File: src/rtl/mem_port_arbiter_if.sv
// Bundle between the core's fetch/MW stages, the arbiter and the memory wrapper.
// fsm_state and starve_cnt are read-only debug views of the arbiter's internal state.
interface mem_port_arbiter_if #(
    parameter int Width = 32
) ();
    // Handshake: a requester raises *_req with stable operands and holds it until
    // the one-cycle *_ack; memory sees a level mem_req held until mem_valid.
    logic             if_req;
    logic [Width-1:0] if_addr;
    logic             if_ack;
    logic [Width-1:0] if_rdata;

    logic             dm_req;
    logic             dm_we;
    logic [3:0]       dm_mask;
    logic [Width-1:0] dm_addr;
    logic [Width-1:0] dm_wdata;
    logic             dm_ack;
    logic [Width-1:0] dm_rdata;

    logic             flush;

    logic             mem_req;
    logic             mem_we;
    logic [3:0]       mem_mask;
    logic [Width-1:0] mem_addr;
    logic [Width-1:0] mem_wdata;
    logic [Width-1:0] mem_rdata;
    logic             mem_valid;

    logic             stall;
    logic             err;

    logic [1:0]       fsm_state;
    logic [3:0]       starve_cnt;

    modport slave (
        input  if_req, if_addr, dm_req, dm_we, dm_mask, dm_addr, dm_wdata, flush,
               mem_rdata, mem_valid,
        output if_ack, if_rdata, dm_ack, dm_rdata, mem_req, mem_we, mem_mask,
               mem_addr, mem_wdata, stall, err, fsm_state, starve_cnt
    );

    modport master (
        output if_req, if_addr, dm_req, dm_we, dm_mask, dm_addr, dm_wdata, flush,
               mem_rdata, mem_valid,
        input  if_ack, if_rdata, dm_ack, dm_rdata, mem_req, mem_we, mem_mask,
               mem_addr, mem_wdata, stall, err, fsm_state, starve_cnt
    );
endinterface

File: src/rtl/mem_port_arbiter.sv
// Arbitrates fetch and data accesses onto one variable-latency memory port.
// Define MEM_TIMEOUT_EN to abort accesses after Timeout wait cycles and pulse err.
module mem_port_arbiter #(
    parameter int Width       = 32,
    parameter int StarveLimit = 4,
    parameter int Timeout     = 64
) (
    input logic               clk,
    input logic               rst_n,
    mem_port_arbiter_if.slave bus
);
    typedef enum logic [1:0] {
        IDLE    = 2'd0,
        IF_BUSY = 2'd1,
        DM_BUSY = 2'd2,
        IF_DROP = 2'd3
    } state_t;

    if (StarveLimit < 1 || StarveLimit > 15 || Timeout < 2) begin : g_param_check
        $error("mem_port_arbiter: StarveLimit must be 1..15 and Timeout at least 2");
    end

    state_t           state;
    state_t           state_next;
    logic [3:0]       starve_cnt;
    logic             if_elig;
    logic             dm_elig;
    logic             grant_if;
    logic             grant_dm;
    logic             busy;
    logic             timeout;
    logic             if_ack_set;
    logic             dm_ack_set;
    logic             if_ack;
    logic             dm_ack;
    logic [Width-1:0] if_rdata;
    logic [Width-1:0] dm_rdata;
    logic [Width-1:0] addr_q;
    logic [Width-1:0] wdata_q;
    logic             we_q;
    logic [3:0]       mask_q;

    always_ff @(posedge clk) begin
        if (!rst_n) state <= IDLE;
        else        state <= state_next;
    end

    always_comb begin
        state_next = state;
        unique case (state)
            IDLE: begin
                if (grant_dm)      state_next = DM_BUSY;
                else if (grant_if) state_next = IF_BUSY;
            end
            // A response arriving with flush is dropped by if_ack_set, not by the state.
            IF_BUSY: begin
                if (bus.mem_valid || timeout) state_next = IDLE;
                else if (bus.flush)           state_next = IF_DROP;
            end
            DM_BUSY, IF_DROP: begin
                if (bus.mem_valid || timeout) state_next = IDLE;
            end
            default: state_next = IDLE;
        endcase
    end

    always_comb begin
        if_elig  = bus.if_req & ~if_ack & ~bus.flush;
        dm_elig  = bus.dm_req & ~dm_ack;
        grant_if = 1'b0;
        grant_dm = 1'b0;
        if (state == IDLE) begin
            grant_if = if_elig & (~dm_elig | (starve_cnt == 4'(StarveLimit)));
            grant_dm = dm_elig & ~grant_if;
        end
        busy       = (state != IDLE);
        if_ack_set = (state == IF_BUSY) & ~bus.flush & (bus.mem_valid | timeout);
        dm_ack_set = (state == DM_BUSY) & (bus.mem_valid | timeout);
    end

    always_ff @(posedge clk) begin
        if (!rst_n) begin
            if_ack     <= 1'b0;
            dm_ack     <= 1'b0;
            if_rdata   <= '0;
            dm_rdata   <= '0;
            addr_q     <= '0;
            wdata_q    <= '0;
            we_q       <= 1'b0;
            mask_q     <= '0;
            starve_cnt <= '0;
        end else begin
            if_ack <= if_ack_set;
            dm_ack <= dm_ack_set;
            if (if_ack_set) if_rdata <= timeout ? '0 : bus.mem_rdata;
            // Stores leave dm_rdata alone unless the access was aborted.
            if (dm_ack_set && (timeout || !we_q)) dm_rdata <= timeout ? '0 : bus.mem_rdata;
            if (grant_if) begin
                addr_q  <= bus.if_addr;
                wdata_q <= '0;
                we_q    <= 1'b0;
                mask_q  <= '0;
            end else if (grant_dm) begin
                addr_q  <= bus.dm_addr;
                wdata_q <= bus.dm_wdata;
                we_q    <= bus.dm_we;
                mask_q  <= bus.dm_mask;
            end
            if (grant_if) begin
                starve_cnt <= '0;
            end else if (grant_dm && bus.if_req && !if_ack &&
                         starve_cnt != 4'(StarveLimit)) begin
                starve_cnt <= starve_cnt + 4'd1;
            end
        end
    end

`ifdef MEM_TIMEOUT_EN
    localparam int WaitW = $clog2(Timeout) + 1;

    logic [WaitW-1:0] wait_cnt;
    logic             err;

    assign timeout = busy & ~bus.mem_valid & (wait_cnt == WaitW'(Timeout - 1));

    always_ff @(posedge clk) begin
        if (!rst_n) begin
            wait_cnt <= '0;
            err      <= 1'b0;
        end else begin
            err <= timeout;
            if (!busy || state_next != state) wait_cnt <= '0;
            else if (!bus.mem_valid)          wait_cnt <= wait_cnt + 1'b1;
        end
    end

    assign bus.err = err;
`else
    assign timeout = 1'b0;
    assign bus.err = 1'b0;
`endif

    assign bus.mem_req    = busy;
    assign bus.mem_addr   = addr_q;
    assign bus.mem_wdata  = wdata_q;
    assign bus.mem_we     = we_q;
    assign bus.mem_mask   = mask_q;
    assign bus.if_ack     = if_ack;
    assign bus.dm_ack     = dm_ack;
    assign bus.if_rdata   = if_rdata;
    assign bus.dm_rdata   = dm_rdata;
    assign bus.stall      = (bus.if_req & ~if_ack) | (bus.dm_req & ~dm_ack);
    assign bus.fsm_state  = state;
    assign bus.starve_cnt = starve_cnt;
endmodule

File: src/flat_wrapper.sv
// flat-port wrapper written by rule: the top's interface ports become plain ports
module mem_port_arbiter_flat 
#(
    parameter int Width       = 32,
    parameter int StarveLimit = 4,
    parameter int Timeout     = 64
)
  (clk, rst_n, bus_if_req, bus_if_addr, bus_dm_req, bus_dm_we, bus_dm_mask, bus_dm_addr, bus_dm_wdata, bus_flush, bus_mem_rdata, bus_mem_valid, bus_if_ack, bus_if_rdata, bus_dm_ack, bus_dm_rdata, bus_mem_req, bus_mem_we, bus_mem_mask, bus_mem_addr, bus_mem_wdata, bus_stall, bus_err, bus_fsm_state, bus_starve_cnt);
  mem_port_arbiter_if #(.Width(Width)) bus_i ();
  input logic clk;
  input logic rst_n;
  input wire logic [$bits(bus_i.if_req)-1:0] bus_if_req;
  input wire logic [$bits(bus_i.if_addr)-1:0] bus_if_addr;
  input wire logic [$bits(bus_i.dm_req)-1:0] bus_dm_req;
  input wire logic [$bits(bus_i.dm_we)-1:0] bus_dm_we;
  input wire logic [$bits(bus_i.dm_mask)-1:0] bus_dm_mask;
  input wire logic [$bits(bus_i.dm_addr)-1:0] bus_dm_addr;
  input wire logic [$bits(bus_i.dm_wdata)-1:0] bus_dm_wdata;
  input wire logic [$bits(bus_i.flush)-1:0] bus_flush;
  input wire logic [$bits(bus_i.mem_rdata)-1:0] bus_mem_rdata;
  input wire logic [$bits(bus_i.mem_valid)-1:0] bus_mem_valid;
  output wire logic [$bits(bus_i.if_ack)-1:0] bus_if_ack;
  output wire logic [$bits(bus_i.if_rdata)-1:0] bus_if_rdata;
  output wire logic [$bits(bus_i.dm_ack)-1:0] bus_dm_ack;
  output wire logic [$bits(bus_i.dm_rdata)-1:0] bus_dm_rdata;
  output wire logic [$bits(bus_i.mem_req)-1:0] bus_mem_req;
  output wire logic [$bits(bus_i.mem_we)-1:0] bus_mem_we;
  output wire logic [$bits(bus_i.mem_mask)-1:0] bus_mem_mask;
  output wire logic [$bits(bus_i.mem_addr)-1:0] bus_mem_addr;
  output wire logic [$bits(bus_i.mem_wdata)-1:0] bus_mem_wdata;
  output wire logic [$bits(bus_i.stall)-1:0] bus_stall;
  output wire logic [$bits(bus_i.err)-1:0] bus_err;
  output wire logic [$bits(bus_i.fsm_state)-1:0] bus_fsm_state;
  output wire logic [$bits(bus_i.starve_cnt)-1:0] bus_starve_cnt;
  assign bus_i.if_req = bus_if_req;
  assign bus_i.if_addr = bus_if_addr;
  assign bus_i.dm_req = bus_dm_req;
  assign bus_i.dm_we = bus_dm_we;
  assign bus_i.dm_mask = bus_dm_mask;
  assign bus_i.dm_addr = bus_dm_addr;
  assign bus_i.dm_wdata = bus_dm_wdata;
  assign bus_i.flush = bus_flush;
  assign bus_i.mem_rdata = bus_mem_rdata;
  assign bus_i.mem_valid = bus_mem_valid;
  assign bus_if_ack = bus_i.if_ack;
  assign bus_if_rdata = bus_i.if_rdata;
  assign bus_dm_ack = bus_i.dm_ack;
  assign bus_dm_rdata = bus_i.dm_rdata;
  assign bus_mem_req = bus_i.mem_req;
  assign bus_mem_we = bus_i.mem_we;
  assign bus_mem_mask = bus_i.mem_mask;
  assign bus_mem_addr = bus_i.mem_addr;
  assign bus_mem_wdata = bus_i.mem_wdata;
  assign bus_stall = bus_i.stall;
  assign bus_err = bus_i.err;
  assign bus_fsm_state = bus_i.fsm_state;
  assign bus_starve_cnt = bus_i.starve_cnt;
  mem_port_arbiter #(.Width(Width), .StarveLimit(StarveLimit), .Timeout(Timeout)) u_core (.clk(clk), .rst_n(rst_n), .bus(bus_i));
endmodule
File: config.mk
export PLATFORM = sky130hd
export DESIGN_NAME = mem_port_arbiter_flat
export DESIGN_NICKNAME = d
export VERILOG_FILES = /design/src/rtl/mem_port_arbiter_if.sv /design/src/rtl/mem_port_arbiter.sv /design/src/flat_wrapper.sv
export SDC_FILE = /design/constraint.sdc
export NUM_CORES = 1
export LEC_CHECK = 0
export ABC_CLOCK_PERIOD_IN_PS = 2300
export CORE_MARGIN = 2
export CORE_UTILIZATION = 40
export CTS_CLUSTER_SIZE = 40
export DETAILED_ROUTE_END_ITERATION = 12
export DONT_BUFFER_PORTS = 1
export SYNTH_ARGS = -nofsm -noshare
export SYNTH_HDL_FRONTEND = slang
export SYNTH_SLANG_ARGS = --single-unit
File: constraint.sdc
create_clock -name clk -period 2.3 [get_ports clk]
set_input_delay 0.345 -clock clk [delete_from_list [all_inputs] [get_ports clk]]
set_output_delay 0.345 -clock clk [all_outputs]
set_load 0.005 [all_outputs]
**After elaboration in Yosys (flattened, before gate mapping)**

Index checks and enable logic that the tools add are counted.

- Reductions and logical operators: 12
- Bitwise logic cells: 16
- Equality and inequality tests: 8
- Add/sub/neg operators: 1
- Mux-type cells: 10

Operators by type and width:

| kind | count |
|---|---|
| 32-bit 2-to-1 mux | 2 |
| 2-bit 2-to-1 mux | 5 |
| 1-bit AND | 8 |
| 1-bit NOT | 6 |
| 2-bit one-hot mux with 3 select lines | 1 |
| 4-bit by 1-bit adder with 4-bit output (second input constant) | 1 |
| 2-bit equality test (second input constant) | 2 |
| 4-bit by 3-bit equality test with 1-bit output (second input constant) | 1 |
| 1-bit logical AND | 4 |
| 4-bit by 3-bit != test with 1-bit output (second input constant) | 1 |
| 2-bit nonzero test | 2 |
| 2-bit OR reduction | 2 |
| 3-bit by 1-bit != test with 1-bit output (second input constant) | 1 |
| 3-bit != test (second input constant) | 1 |
| 3-bit AND reduction | 1 |
| 2-bit by 1-bit equality test with 1-bit output (second input constant) | 1 |
| 1-bit zero test | 2 |
| 2-bit zero test | 1 |
| 1-bit 2-to-1 mux | 2 |
| 2-bit != test (second input constant) | 1 |
| 1-bit OR | 2 |

- Register bits: 141
- Output and inout bits: 144

**Logic depth before layout (Yosys ltp)**

- Word-level depth: 11
- Depth in mapped cells: 8
- Gate-level depth less buffers: 6

**Least setup slack after synthesis**

Ideal clock, no wire load.

- Path kind: flip-flop to flip-flop
- From: register u_core.starve_cnt[0] (netlist: u_core.bus.starve_cnt[0])
- To: register u_core.addr_q[0] (netlist: u_core.bus.mem_addr[0])
- Required time: 2.178 ns
- Clock period less this slack: 1.723 ns
- Path slack: 0.577 ns
- Arrival time: 1.601 ns
- Buffers on the path: 2
- Stages on the path, launching flop included: 9
- Path through: dfxtp_1 inv_1 ha_1 nand3b_4 a311oi_2 and2_1 buf_6 buf_12 a221o_1

- Word-level cells in the longest chain between the ends: 7
- Elaborated cells on any way between the ends: 9

Ends and longest elaborated chain:

| item | RTL line | RTL |
|---|---|---|
| start, declared | mem_port_arbiter.sv:25 | `logic [3:0] starve_cnt;` |
| start signal, assigned | mem_port_arbiter.sv:113 | `starve_cnt <= starve_cnt + 4'd1;` |
| 4-bit by 3-bit equality test with 1-bit output (*) | mem_port_arbiter.sv:73 | `grant_if = if_elig & (~dm_elig \| (starve_cnt == 4'(StarveLimit)));` |
| 1-bit OR (*) | mem_port_arbiter.sv:73 |  |
| 1-bit AND (*) | mem_port_arbiter.sv:73 |  |
| 1-bit NOT | mem_port_arbiter.sv:74 | `grant_dm = dm_elig & ~grant_if;` |
| 1-bit AND | mem_port_arbiter.sv:74 |  |
| 1-bit 2-to-1 mux | mem_port_arbiter.sv:72 | `if (state == IDLE) begin` |
| 2-bit nonzero test (no source line) | -- |  |
| end signal, assigned | mem_port_arbiter.sv:99 | `addr_q <= bus.if_addr;` |
| end signal, assigned | mem_port_arbiter.sv:104 | `addr_q <= bus.dm_addr;` |
| end, declared | mem_port_arbiter.sv:38 | `logic [Width-1:0] addr_q;` |

Mark *: on every way between the ends. The rest lies on a longest branch, timed or not.
A chain may end at the register's enable or synchronous reset.

**Final worst setup path**

- From: register u_core.starve_cnt[0] (netlist: u_core.bus.starve_cnt[0])
- To: register u_core.addr_q[20] (netlist: u_core.bus.mem_addr[20])

The elaborated chain is that of the path after synthesis.

==> results_dict.tcl <==
set metrics [dict create \
    status "finished, final reports clean" \
    ys_ff_latch 141 \
    max_stage_delay_ns 0.41 \
    avgRoutedWirePerCell_um 18.0 \
    cp_data_arrival_time_ns 2.18 \
    grt_use_total_pct 19.5 \
    layout_min_cycle_time_ns 1.88 \
    final_cells 767 \
    slew_violations 0 \
    initial_core_util_pct 41.2 \
    p_per_area_mw_per_mm2 1020 \
    synthCells 602 \
    cts_made_buffers 17 \
    setup_violations 0 \
    root_buffer "clkbuf_16" \
    rsz0062_at_grt "no" \
    peakVddDrop_v 0.000496 \
    layout_commonest_cell "nand2_1" \
    timing.final.ws_setup_ns 0.416 \
    synth_top_family_by_area "simple AND/OR/NAND/NOR gates" \
    dieArea_mm2 0.0140 \
    path_clk_slew_ns 0.06 \
    pre_cts_ws_ns 0.0501 \
    pwr-share-comb_pct 7.8 \
    globalplace.congestion 0.829 \
    die_y_um 118 \
    die_w_um 118 \
    ys.flop_type "dfxtp_1" \
    htreeDepth 4 \
    drv_cap 0 \
    skew_ns 0.00425 \
    vias 4131 \
    swShare_pct 23.9 \
    dr.pass1.iters 4 \
    async_flop_share_pct 0 \
    synth-edff-count 0 \
    grt_pass1_vias 4008 \
    drc 0 \
    final_cell_mix "202 x nand2_1, 141 x dfxtp_1, 102 x a21oi_1, 33 x and3_1, 30 x a221o_1" \
    insertion_delay_ns 0.41 \
    fillers 1251 \
    cts.sinks 141 \
    num_rows 41 \
    ant_nets 0 \
    tightest_slew_ns 0.749 \
    synth.area.mux_share_pct 0.191 \
    vias_per_cell 5.39 \
    relSlewSlack_pct 50.0 \
    worstPathMaxFanout 32 \
    reg2reg_depth 7 \
    dp_hpwl_mm 9.48 \
    switchingPower_mw 1.43 \
    path_cells "inv_1 > ha_1 > nand3b_4 > a311oi_2 > and2_1 > buf_4 > a221o_2" \
    grt_pass1_wl_mm 21.9 \
    worst_ep_required_time_ns 2.59 \
    tns_ns 0 \
    post-route-util_pct 46.2 \
    overflow 0 \
    power_mw 6.01 \
    synth_xor_area_share_pct 0.501 \
    area_delta_synth_final_pct 12.1 \
    drive_above_1_share_pct 9.24 \
    crit_slowest_cell "a221o_2" \
    p_seq_share_pct 45.8 \
    mappedNetlistNets 743 \
    portBuffers 0 \
    dp.cells 735 \
    power_leakage_nw 2.23 \
    multi_input_area_mm2 0.00212 \
    final_hold_viol_count 0 \
    clkPwrFrac_pct 46.4 \
    drt-total-wl_mm 13.8 \
    p_int_mw 4.57 \
    syn-cell-area_mm2 0.00524 \
    register_area_mm2 0.00282 \
    critical_path_class "reg2reg" \
    antenna_found_initial 0 \
    cts.path.max_buffers 2 \
    grt_max_degree 68 \
    max_freq_mhz 531 \
    synth-adder-area-share_pct 0.477 \
    synth.avg_cell_area_um2 8.71 \
    synth.yosys.seq_area_share_pct 53.9 \
    core-area_mm2 0.0127 \
    synth-compound-area-share_pct 17.1 \
    cts_tree "done" \
    synthDistinctLibCells 37 \
    fin_crit_sh_pct 81.9 \
    hold_class "in2reg" \
    synth_simple_gate_area_share_pct 22.0 \
    fin_nets 723 \
    io_pins 283 \
    n_antenna_cell 0 \
    first_iter_violations 312 \
    end_kind "register" \
    critical_path.startpoint_type "register" \
    yosysWarnings 0 \
    hold_path_depth 2 \
]
cell type report:
cell class / instances / share of cell area, %
sequential: 141 / 48.1
timing repair buffer: 10 / 1.49
clock inverter: 11 / 2.39
tap: 172 / 3.66
multi-input combinational: 408 / 36.1
inverter: 4 / 0.256
clock buffer: 21 / 8.01
Yosys cell counts (2+ instances only):
cell,instances,area share (%)
buf_4,3,0.43
nor2_1,8,0.57
buf_12,3,1.1
a21oi_1,102,9.7
nand4_1,2,0.24
a221o_2,2,0.43
and3_1,33,3.9
buf_2,12,1.1
xor2_1,2,0.33
or2_2,2,0.24
dfxtp_1,141,54
nand2b_1,4,0.48
clkbuf_1,26,1.9
buf_6,4,0.86
ha_1,2,0.48
a221o_1,30,5.7
o21a_1,2,0.29
inv_1,4,0.29
nand2_1,202,14
registers in the layout, indices dropped and copies added (netlist names):
register               cells
u_core.bus.dm_ack          1
u_core.bus.starve_cnt      4
u_core.bus.dm_rdata       32
u_core.bus.mem_addr       32
u_core.bus.mem_we          1
u_core.bus.mem_wdata      32
u_core.bus.if_ack          1
u_core.bus.fsm_state       2
u_core.bus.if_rdata       32
u_core.bus.mem_mask        4
final timing paths:
| path | start | slack [ns] | end |
|---|---|---|---|
| worst min register to register | u_core.bus.mem_wdata[7] | 0.47 | u_core.bus.mem_wdata[7] |
| worst min-delay path | bus_dm_wdata[26] | 0.07 | u_core.bus.mem_wdata[26] |
| worst max-delay path | u_core.bus.starve_cnt[0] | 0.42 | u_core.bus.mem_addr[20] |
| worst max register to register | u_core.bus.starve_cnt[0] | 0.42 | u_core.bus.mem_addr[20] |
cell families after synthesis:
| family | Yosys count |
|---|---|
| flops | 141 |
| mux | 1 |
| fa+ha+maj | 2 |
| xor+xnor | 3 |
| compound gates | 140 |
| buf+inv | 53 |
| other cells | 1 |
| simple gates | 261 |
power groups by stage:
stage | registers, mW | clock network, mW | logic [mW]
final | 2.75 | 2.79 | 0.469
after global placement | 2.80 | 0 | 0.452
after floorplan | 2.76 | 0 | 0.414
after global routing | 2.76 | 2.96 | 0.532
after detailed placement | 2.80 | 0 | 0.470
after CTS | 2.75 | 2.84 | 0.473
critical path, delay by kind of cell, from the launching register on:
kind / cells / cell delay [ns]
adder cells (fa/ha/maj): 1 / 0.23
flip-flops: 1 / 0.39
buffers and inverters: 2 / 0.32
AND/OR/NAND/NOR: 2 / 0.29
AO/OA/AOI/OAI: 2 / 0.52
stage by stage:
stage	instance area [um^2]	hold WS (ns)
4_1_cts	5870	0.0445
6_report	5870	0.0688
5_1_grt	5870	0.0474
3_3_place_gp	5260	0.462
2_1_floorplan	5240	0.451
3_5_place_dp	5260	0.468
metal layers:
layer	vias up	routed length, um	share of wire [%]	track usage [%]
met2	183	6630	48	30.5
met1	1935	5490	40	22.8
li1	1995	-	-	-
met4	0	217	1.6	8.33
met3	18	1510	11	9.46
met5	-	0	0	0
repair_timing:
| action | CTS | global route |
|---|---|---|
| setup buffers | 0 | 0 |
| hold buffers | 0 | 0 |
| resized for setup | 0 | 1 |
| setup endpoints to repair | 0 | 32 |
(Power assumes the default switching activity.)
